### config.mk
export PLATFORM = sky130hd
export DESIGN_NAME = ssd_scan_ctrl_flat
export DESIGN_NICKNAME = d
export VERILOG_FILES = /design/src/rtl/ssd_scan_if.sv /design/src/rtl/ssd_scan_ctrl.sv /design/src/flat_wrapper.sv
export SDC_FILE = /design/constraint.sdc
export NUM_CORES = 1
export LEC_CHECK = 0
export BUFFER_PORTS_ARGS = -buffer_cell sky130_fd_sc_hd__buf_2
export CORE_UTILIZATION = 55
export DETAILED_ROUTE_END_ITERATION = 10
export PLACE_DENSITY_LB_ADDON = 0.12
export SLEW_MARGIN = 10
export SYNTH_ARGS = -nofsm -noshare
export SYNTH_HDL_FRONTEND = slang
export SYNTH_SLANG_ARGS = --single-unit
### constraint.sdc
create_clock -name clk -period 4 [get_ports clk]
set_input_delay 0.8 -clock clk [delete_from_list [all_inputs] [get_ports clk]]
set_output_delay 0.8 -clock clk [all_outputs]
set_load 0.01 [all_outputs]
### src/rtl/ssd_scan_if.sv
// Bundle between the digit datapath (master) and the SSD scan controller (slave).
interface ssd_scan_if #(
  parameter int NUM_DIG = 4
);
  logic                   en;
  logic [4*NUM_DIG-1:0]   digits;
  logic [NUM_DIG-1:0]     dp;
  logic [NUM_DIG-1:0]     blank_mask;
  logic [NUM_DIG-1:0]     ssd_ctl;
  logic [7:0]             ssd_out;
  logic                   scan_tick;

  modport master (
    output en, digits, dp, blank_mask,
    input  ssd_ctl, ssd_out, scan_tick
  );

  modport slave (
    input  en, digits, dp, blank_mask,
    output ssd_ctl, ssd_out, scan_tick
  );
endinterface

### src/rtl/ssd_scan_ctrl.sv
// Multiplexed 7-segment scan controller: prescaled digit rotation, hex decode,
// all-off guard interval ahead of each digit slot, per-digit blanking.
// Optional feature macro: SSD_SCAN_LZB_EN enables leading-zero blanking.
module ssd_scan_ctrl #(
  parameter int SCAN_DIV  = 10000,
  parameter int GUARD_CYC = 4,
  parameter int NUM_DIG   = 4,
  parameter int CNT_W     = 27
) (
  input  logic        clk,
  input  logic        rst,
  ssd_scan_if.slave   bus
);

  localparam int IDX_W = $clog2(NUM_DIG);
  localparam int GC_W  = (GUARD_CYC > 1) ? $clog2(GUARD_CYC) : 1;

  typedef enum logic [1:0] {IDLE, GUARD, SHOW} state_t;

  state_t             state, state_n;
  logic [IDX_W-1:0]   idx, idx_n;
  logic [CNT_W-1:0]   presc, presc_n;
  logic [GC_W-1:0]    gcnt, gcnt_n;
  logic [3:0]         dig_q, dig_n;
  logic               dp_q, dp_n;
  logic               blk_q, blk_n;
  logic [NUM_DIG-1:0] ctl_q, ctl_n;
  logic [7:0]         out_q, out_n;
  logic               tick_q, tick_n;
  logic [NUM_DIG-1:0] auto_blank;
  logic               slot_end;
  logic               guard_done;
  logic               load;
  logic [7:0]         seg;

  // Hex to active-low segments {a..g,dp}, dp off.
  function automatic logic [7:0] seg7(input logic [3:0] h);
    case (h)
      4'h0: seg7 = 8'h03;  4'h1: seg7 = 8'h9F;  4'h2: seg7 = 8'h25;  4'h3: seg7 = 8'h0D;
      4'h4: seg7 = 8'h99;  4'h5: seg7 = 8'h49;  4'h6: seg7 = 8'h41;  4'h7: seg7 = 8'h1F;
      4'h8: seg7 = 8'h01;  4'h9: seg7 = 8'h09;  4'hA: seg7 = 8'h11;  4'hB: seg7 = 8'hC1;
      4'hC: seg7 = 8'h63;  4'hD: seg7 = 8'h85;  4'hE: seg7 = 8'h61;  default: seg7 = 8'h71;
    endcase
  endfunction

  assign slot_end   = (presc == CNT_W'(SCAN_DIV - 1));
  assign guard_done = (GUARD_CYC <= 1) || (gcnt == GC_W'(GUARD_CYC - 1));

  // Automatic blanking flags per digit (leading zeros when enabled).
`ifdef SSD_SCAN_LZB_EN
  logic zero_above;
  always_comb begin
    auto_blank = '0;
    zero_above = 1'b1;
    for (int unsigned k = NUM_DIG - 1; k >= 1; k--) begin
      zero_above    = zero_above & (bus.digits[4*k +: 4] == 4'h0);
      auto_blank[k] = zero_above;
    end
  end
`else
  // Only the external mask blanks digits.
  always_comb begin
    auto_blank = '0;
  end
`endif

  // Next-state, slot timing and next registered outputs.
  // Outputs are computed from the next state so that the registered pins line
  // up with the state they describe (scan_tick high during the last slot cycle).
  always_comb begin
    state_n = state;
    idx_n   = idx;
    presc_n = presc;
    gcnt_n  = gcnt;
    if (!bus.en) begin
      state_n = IDLE;
      idx_n   = '0;
      presc_n = '0;
      gcnt_n  = '0;
    end else begin
      case (state)
        IDLE: begin
          idx_n   = '0;
          presc_n = '0;
          gcnt_n  = '0;
          state_n = (GUARD_CYC == 0) ? SHOW : GUARD;
        end
        default: begin
          if (slot_end) begin
            presc_n = '0;
            gcnt_n  = '0;
            idx_n   = (idx == IDX_W'(NUM_DIG - 1)) ? '0 : idx + 1'b1;
            state_n = (GUARD_CYC == 0) ? SHOW : GUARD;
          end else begin
            presc_n = presc + 1'b1;
            if (state == GUARD) begin
              if (guard_done) begin
                gcnt_n  = '0;
                state_n = SHOW;
              end else begin
                gcnt_n  = gcnt + 1'b1;
              end
            end
          end
        end
      endcase
    end

    load  = (state_n == SHOW) && ((state != SHOW) || slot_end);
    dig_n = load ? bus.digits[{idx_n, 2'b00} +: 4] : dig_q;
    dp_n  = load ? bus.dp[idx_n] : dp_q;
    blk_n = load ? (bus.blank_mask[idx_n] | auto_blank[idx_n]) : blk_q;

    seg   = seg7(dig_n);
    ctl_n = '1;
    out_n = 8'hFF;
    if ((state_n == SHOW) && !blk_n) begin
      ctl_n = ~(NUM_DIG'(1) << idx_n);
      out_n = {seg[7:1], ~dp_n};
    end
    tick_n = (state_n != IDLE) && (presc_n == CNT_W'(SCAN_DIV - 1));
  end

  // State, counters, sampled digit and output registers.
  always_ff @(posedge clk or posedge rst) begin
    if (rst) begin
      state  <= IDLE;
      idx    <= '0;
      presc  <= '0;
      gcnt   <= '0;
      dig_q  <= '0;
      dp_q   <= 1'b0;
      blk_q  <= 1'b0;
      ctl_q  <= '1;
      out_q  <= 8'hFF;
      tick_q <= 1'b0;
    end else begin
      state  <= state_n;
      idx    <= idx_n;
      presc  <= presc_n;
      gcnt   <= gcnt_n;
      dig_q  <= dig_n;
      dp_q   <= dp_n;
      blk_q  <= blk_n;
      ctl_q  <= ctl_n;
      out_q  <= out_n;
      tick_q <= tick_n;
    end
  end

  assign bus.ssd_ctl   = ctl_q;
  assign bus.ssd_out   = out_q;
  assign bus.scan_tick = tick_q;

endmodule

### src/flat_wrapper.sv
// flat-port wrapper written by rule: the top's interface ports become plain ports
module ssd_scan_ctrl_flat 
#(
  parameter int SCAN_DIV  = 10000,
  parameter int GUARD_CYC = 4,
  parameter int NUM_DIG   = 4,
  parameter int CNT_W     = 27
)
  (clk, rst, bus_en, bus_digits, bus_dp, bus_blank_mask, bus_ssd_ctl, bus_ssd_out, bus_scan_tick);
  ssd_scan_if #(.NUM_DIG(NUM_DIG)) bus_i ();
  input  logic clk;
  input  logic rst;
  input wire logic [$bits(bus_i.en)-1:0] bus_en;
  input wire logic [$bits(bus_i.digits)-1:0] bus_digits;
  input wire logic [$bits(bus_i.dp)-1:0] bus_dp;
  input wire logic [$bits(bus_i.blank_mask)-1:0] bus_blank_mask;
  output wire logic [$bits(bus_i.ssd_ctl)-1:0] bus_ssd_ctl;
  output wire logic [$bits(bus_i.ssd_out)-1:0] bus_ssd_out;
  output wire logic [$bits(bus_i.scan_tick)-1:0] bus_scan_tick;
  assign bus_i.en = bus_en;
  assign bus_i.digits = bus_digits;
  assign bus_i.dp = bus_dp;
  assign bus_i.blank_mask = bus_blank_mask;
  assign bus_ssd_ctl = bus_i.ssd_ctl;
  assign bus_ssd_out = bus_i.ssd_out;
  assign bus_scan_tick = bus_i.scan_tick;
  ssd_scan_ctrl #(.SCAN_DIV(SCAN_DIV), .GUARD_CYC(GUARD_CYC), .NUM_DIG(NUM_DIG), .CNT_W(CNT_W)) u_core (.clk(clk), .rst(rst), .bus(bus_i));
endmodule
==> key figures <==
Detailed routing
  – Drt pass-1 iters: 4
  – Wirelength, routed: 6443 microns
  – Detail-routed net length per standard cell: about 15 microns
  – Vias post-DR: 2456
  – Initial DRC count: roughly 130
  – DRC Markers: 0
  – Post-route ant nets: 0
  – Vias per cell: 5.685

Setup path
  – Worst EP required: ~4.2 ns
  – Reg2Reg Depth: 11
  – CP arrival: 3.82 ns
  – Flop-to-flop setup slack: 0.38 ns
  – Worst path cell trace: nor4_1, nand4_1, o21a_1, nor2_1, mux2_2, a311oi_4, inv_1, ha_1, a211oi_1, o2bb2ai_1, a22oi_1
  – FF-to-FF Start: u_core.presc[22]
  – Worst-path maximum fanout: 10
  – R2r endpoint: u_core.bus.ssd_out[7]
  – Critical path origin: u_core.presc[22]
  – Worst path slowest cell: nor4_1
  – Element type at the critical path end: flip-flop
  – Startpoint Class: flip-flop
  – Worst Setup Path Type: flip-flop to flip-flop
  – Worst setup endpoint: u_core.bus.ssd_out[7]
  – Slowest cell delay on critical path: 0.50 ns

Logic synthesis
  – Top_reg_cell synth: dfrtp_1
  – Multiplexer area fraction after synthesis: 3.775%
  – FF+latch count, synth: 52
  – Mean Syn Cell Area: 9.589 sq um
  – Post-Syn Instances: 318
  – Top post-synthesis cells by count: nor2_1 (51), dfrtp_1 (40), xnor2_1 (20)
  – Seq/Total Area, Yosys: 43.17%
  – Largest family of logic cells by synthesized area: simple AND/OR/NAND/NOR gates
  – Synth top area share: 32.83%
  – Synth Area in Compound Gates: 12.31%
  – Largest area contributor in the netlist: dfrtp_1
  – Most common cell in the netlist: nor2_1
  – Syn nets: between 300 and 400
  – Synth area leaders: dfrtp_1 (33%), dfstp_2 (10%), nor2_1 (6.3%), xnor2_1 (5.7%), ha_1 (3.7%)
  – Yosys cell types: 60
  – Synth Area in Simple Gates: between 20 and 30%
  – EDFF count, synth: 0
  – Mapped cell area: 3049 sq um
  – Synthesis Warnings: 0
  – Post-Synth XOR/XNOR Area: 8.330%
  – FFs w/ async S/R, synth: 100.0%
  – Post-synthesis adder-cell area fraction: under 10%

CTS
  – Clk slew on worst S/H paths: 0.09 ns
  – H-tree depth: 2
  – Number of buffers created by CTS: 5
  – CTS sink cnt: 52
  – Skew-Pair Late Insertion Delay: 0.30 ns
  – Clk buf depth: 2
  – CTS Root Cell: clkbuf_8
  – TritonCTS clock tree: built

Timing
  – Fin. max-slew vios: 0
  – Slew @ Worst Pin: just over 1 ns
  – Slew HR: between 30% and 40%
  – Min Tclk post-route: 3.623 ns
  – Fmax: 276.0 MHz
  – Final setup margin: approximately 0.38 ns
  – Final hold vios: 0
  – RSZ-0062 raised after global routing: false
  – Worst Clk Skew: between 0.009 and 0.01 ns
  – Setup_tns: 0 ns
  – Final period utilization: 90.59%
  – Setup-failing EPs final: 0

Run status
  – Status: completed

GRT
  – Initial antenna violation count: 0
  – GRT Util Overall: 23.35%
  – Congestion Overflow GR: 0
  – Largest net degree at the start of global routing: 53
  – Number of global-route vias before repair: 2358
  – First-pass GRT wire length: about 11000 microns

Cells and area
  – Share of cells above drive strength 1: between 20% and 30%
  – Post-route cell area: ~3400 sq um
  – Antenna Cells: 0
  – Final nets: 397
  – FILL cells: 427
  – Core Util, Final: about two thirds
  – Area growth from synthesis to layout: 13.05%

Place
  – Routability cong.: 0.8417
  – Post-DP HPWL: 4844 microns
  – Placed Area: 3337 sq um
  – Pre-CTS setup slack: 0.3541 ns
  – Port buffer count: 39

Floorplan
  – # IOs: 40
  – Die X: 76.46 microns
  – Initial core utilization: slightly below 60%
  – DIE AREA: 5845 sq um
  – Die Y-Extent: 76.46 microns
  – Core area: between 5000 and 6000 sq um
  – Rows: 26

Run
  – MaxCap Viol Count: 0

Hold path
  – Worst Hold Class: flip-flop to flip-flop

Pwr
  – PD cells: 260.6 nW/um^2
  – Leakage: 1.382 nW
  – Max VDD drop: ~0.00017 V
==> repair_timing <==
| action | 4_1_cts | 5_1_grt |
|---|---|---|
| endpoints found under the hold margin | 0 | 0 |
| gates resized for setup | 0 | 1 |
| hold buffers | 0 | 0 |
| buffers inserted | 0 | 0 |
| endpoints found under the setup margin | 0 | 2 |
==> cell families after synthesis <==
logic type / after synthesis
mux: 11
xor+xnor: 29
flops: 52
fa+ha+maj: 9
compound gates: 51
buf+inv: 21
simple gates: 145
==> layout make-up <==
| class | count | area (sq um) | area share [%] |
|---|---|---|---|
| clock buffers | 7 | 86.33 | 2.505 |
| well taps | 70 | 87.58 | 2.541 |
| inverters | 12 | 45.04 | 1.307 |
| clock inverters | 1 | 7.507 | 0.2178 |
| repair buffers | 45 | 240.2 | 6.969 |
| multi-input cells | 245 | 1664 | 48.28 |
| flip-flops and latches | 52 | 1316 | 38.19 |
==> metrics by stage <==
step	instances	power [mW]	hold WS, ns
after floorplan	318	0.5796	0.4578
after global placement	424	0.6028	0.4788
after detailed placement	424	0.6039	0.4869
after CTS	432	0.9052	0.5112
after global routing	432	0.9355	0.5762
final	432	0.8983	0.5204
==> worst min path at each step <==
| stage | startpoint | endpoint | slack (ns) | cells after the start |
|---|---|---|---|---|
| 6_report | u_core.dp_q | u_core.dp_q | 0.52 | 2 |
| 5_1_grt | u_core.presc[0] | u_core.presc[0] | 0.58 | 1 |
| 4_1_cts | u_core.dp_q | u_core.dp_q | 0.51 | 2 |
| 3_5_place_dp | u_core.dp_q | u_core.dp_q | 0.49 | 2 |
| 3_3_place_gp | u_core.dp_q | u_core.dp_q | 0.48 | 2 |
| 2_1_floorplan | u_core.dp_q | u_core.dp_q | 0.46 | 2 |
==> sequential cells by signal (all words and copies together) (netlist names) <==
signal                count
u_core.blk_q              1
u_core.bus.scan_tick      1
u_core.presc             27
u_core.dig_q              4
u_core.state              2
u_core.dp_q               1
u_core.idx                2
u_core.gcnt               2
u_core.bus.ssd_out        8
u_core.bus.ssd_ctl        4
==> where the power goes <==
group / total (mW) / leakage, nW / internal [mW] / switching [mW]
Sequential: 0.533 / 0.681 / 0.530 / 0.00300
Combinational: 0.0613 / 0.657 / 0.0237 / 0.0376
Clock: 0.304 / 0.0445 / 0.141 / 0.163
Total: 0.898 / 1.38 / 0.694 / 0.204
==> per-layer routing <==
metal	wire [microns]	global-route usage (%)
met5	0	0
met4	59	6.538
met3	205	2.515
met2	3045	37.84
met1	3133	33.15
==> worst max-delay path: cells and delay by family, from the launching register on <==
kind	cells	cell delay (ns)
buffers and inverters	1	0.14
DFF	1	0.43
muxes	1	0.37
adders and majority gates	1	0.26
AOI/OAI and AO/OA	5	1.37
and+or+nand+nor	3	0.94
==> cells in the final DEF (no fill, tap or decap), drive strengths merged, types with 6 or more instances in the layout <==
cell type / count
a21oi: 7
and3: 7
buf: 45
clkbuf: 7
dfrtp: 40
dfstp: 12
ha: 9
inv: 12
mux2i: 7
nand2: 19
nand3: 11
nand4: 13
nor2: 51
nor2b: 6
nor3: 10
nor4: 7
o21a: 6
o21ai: 12
xnor2: 20
xor2: 9
Power figures use the tool's default switching activity.
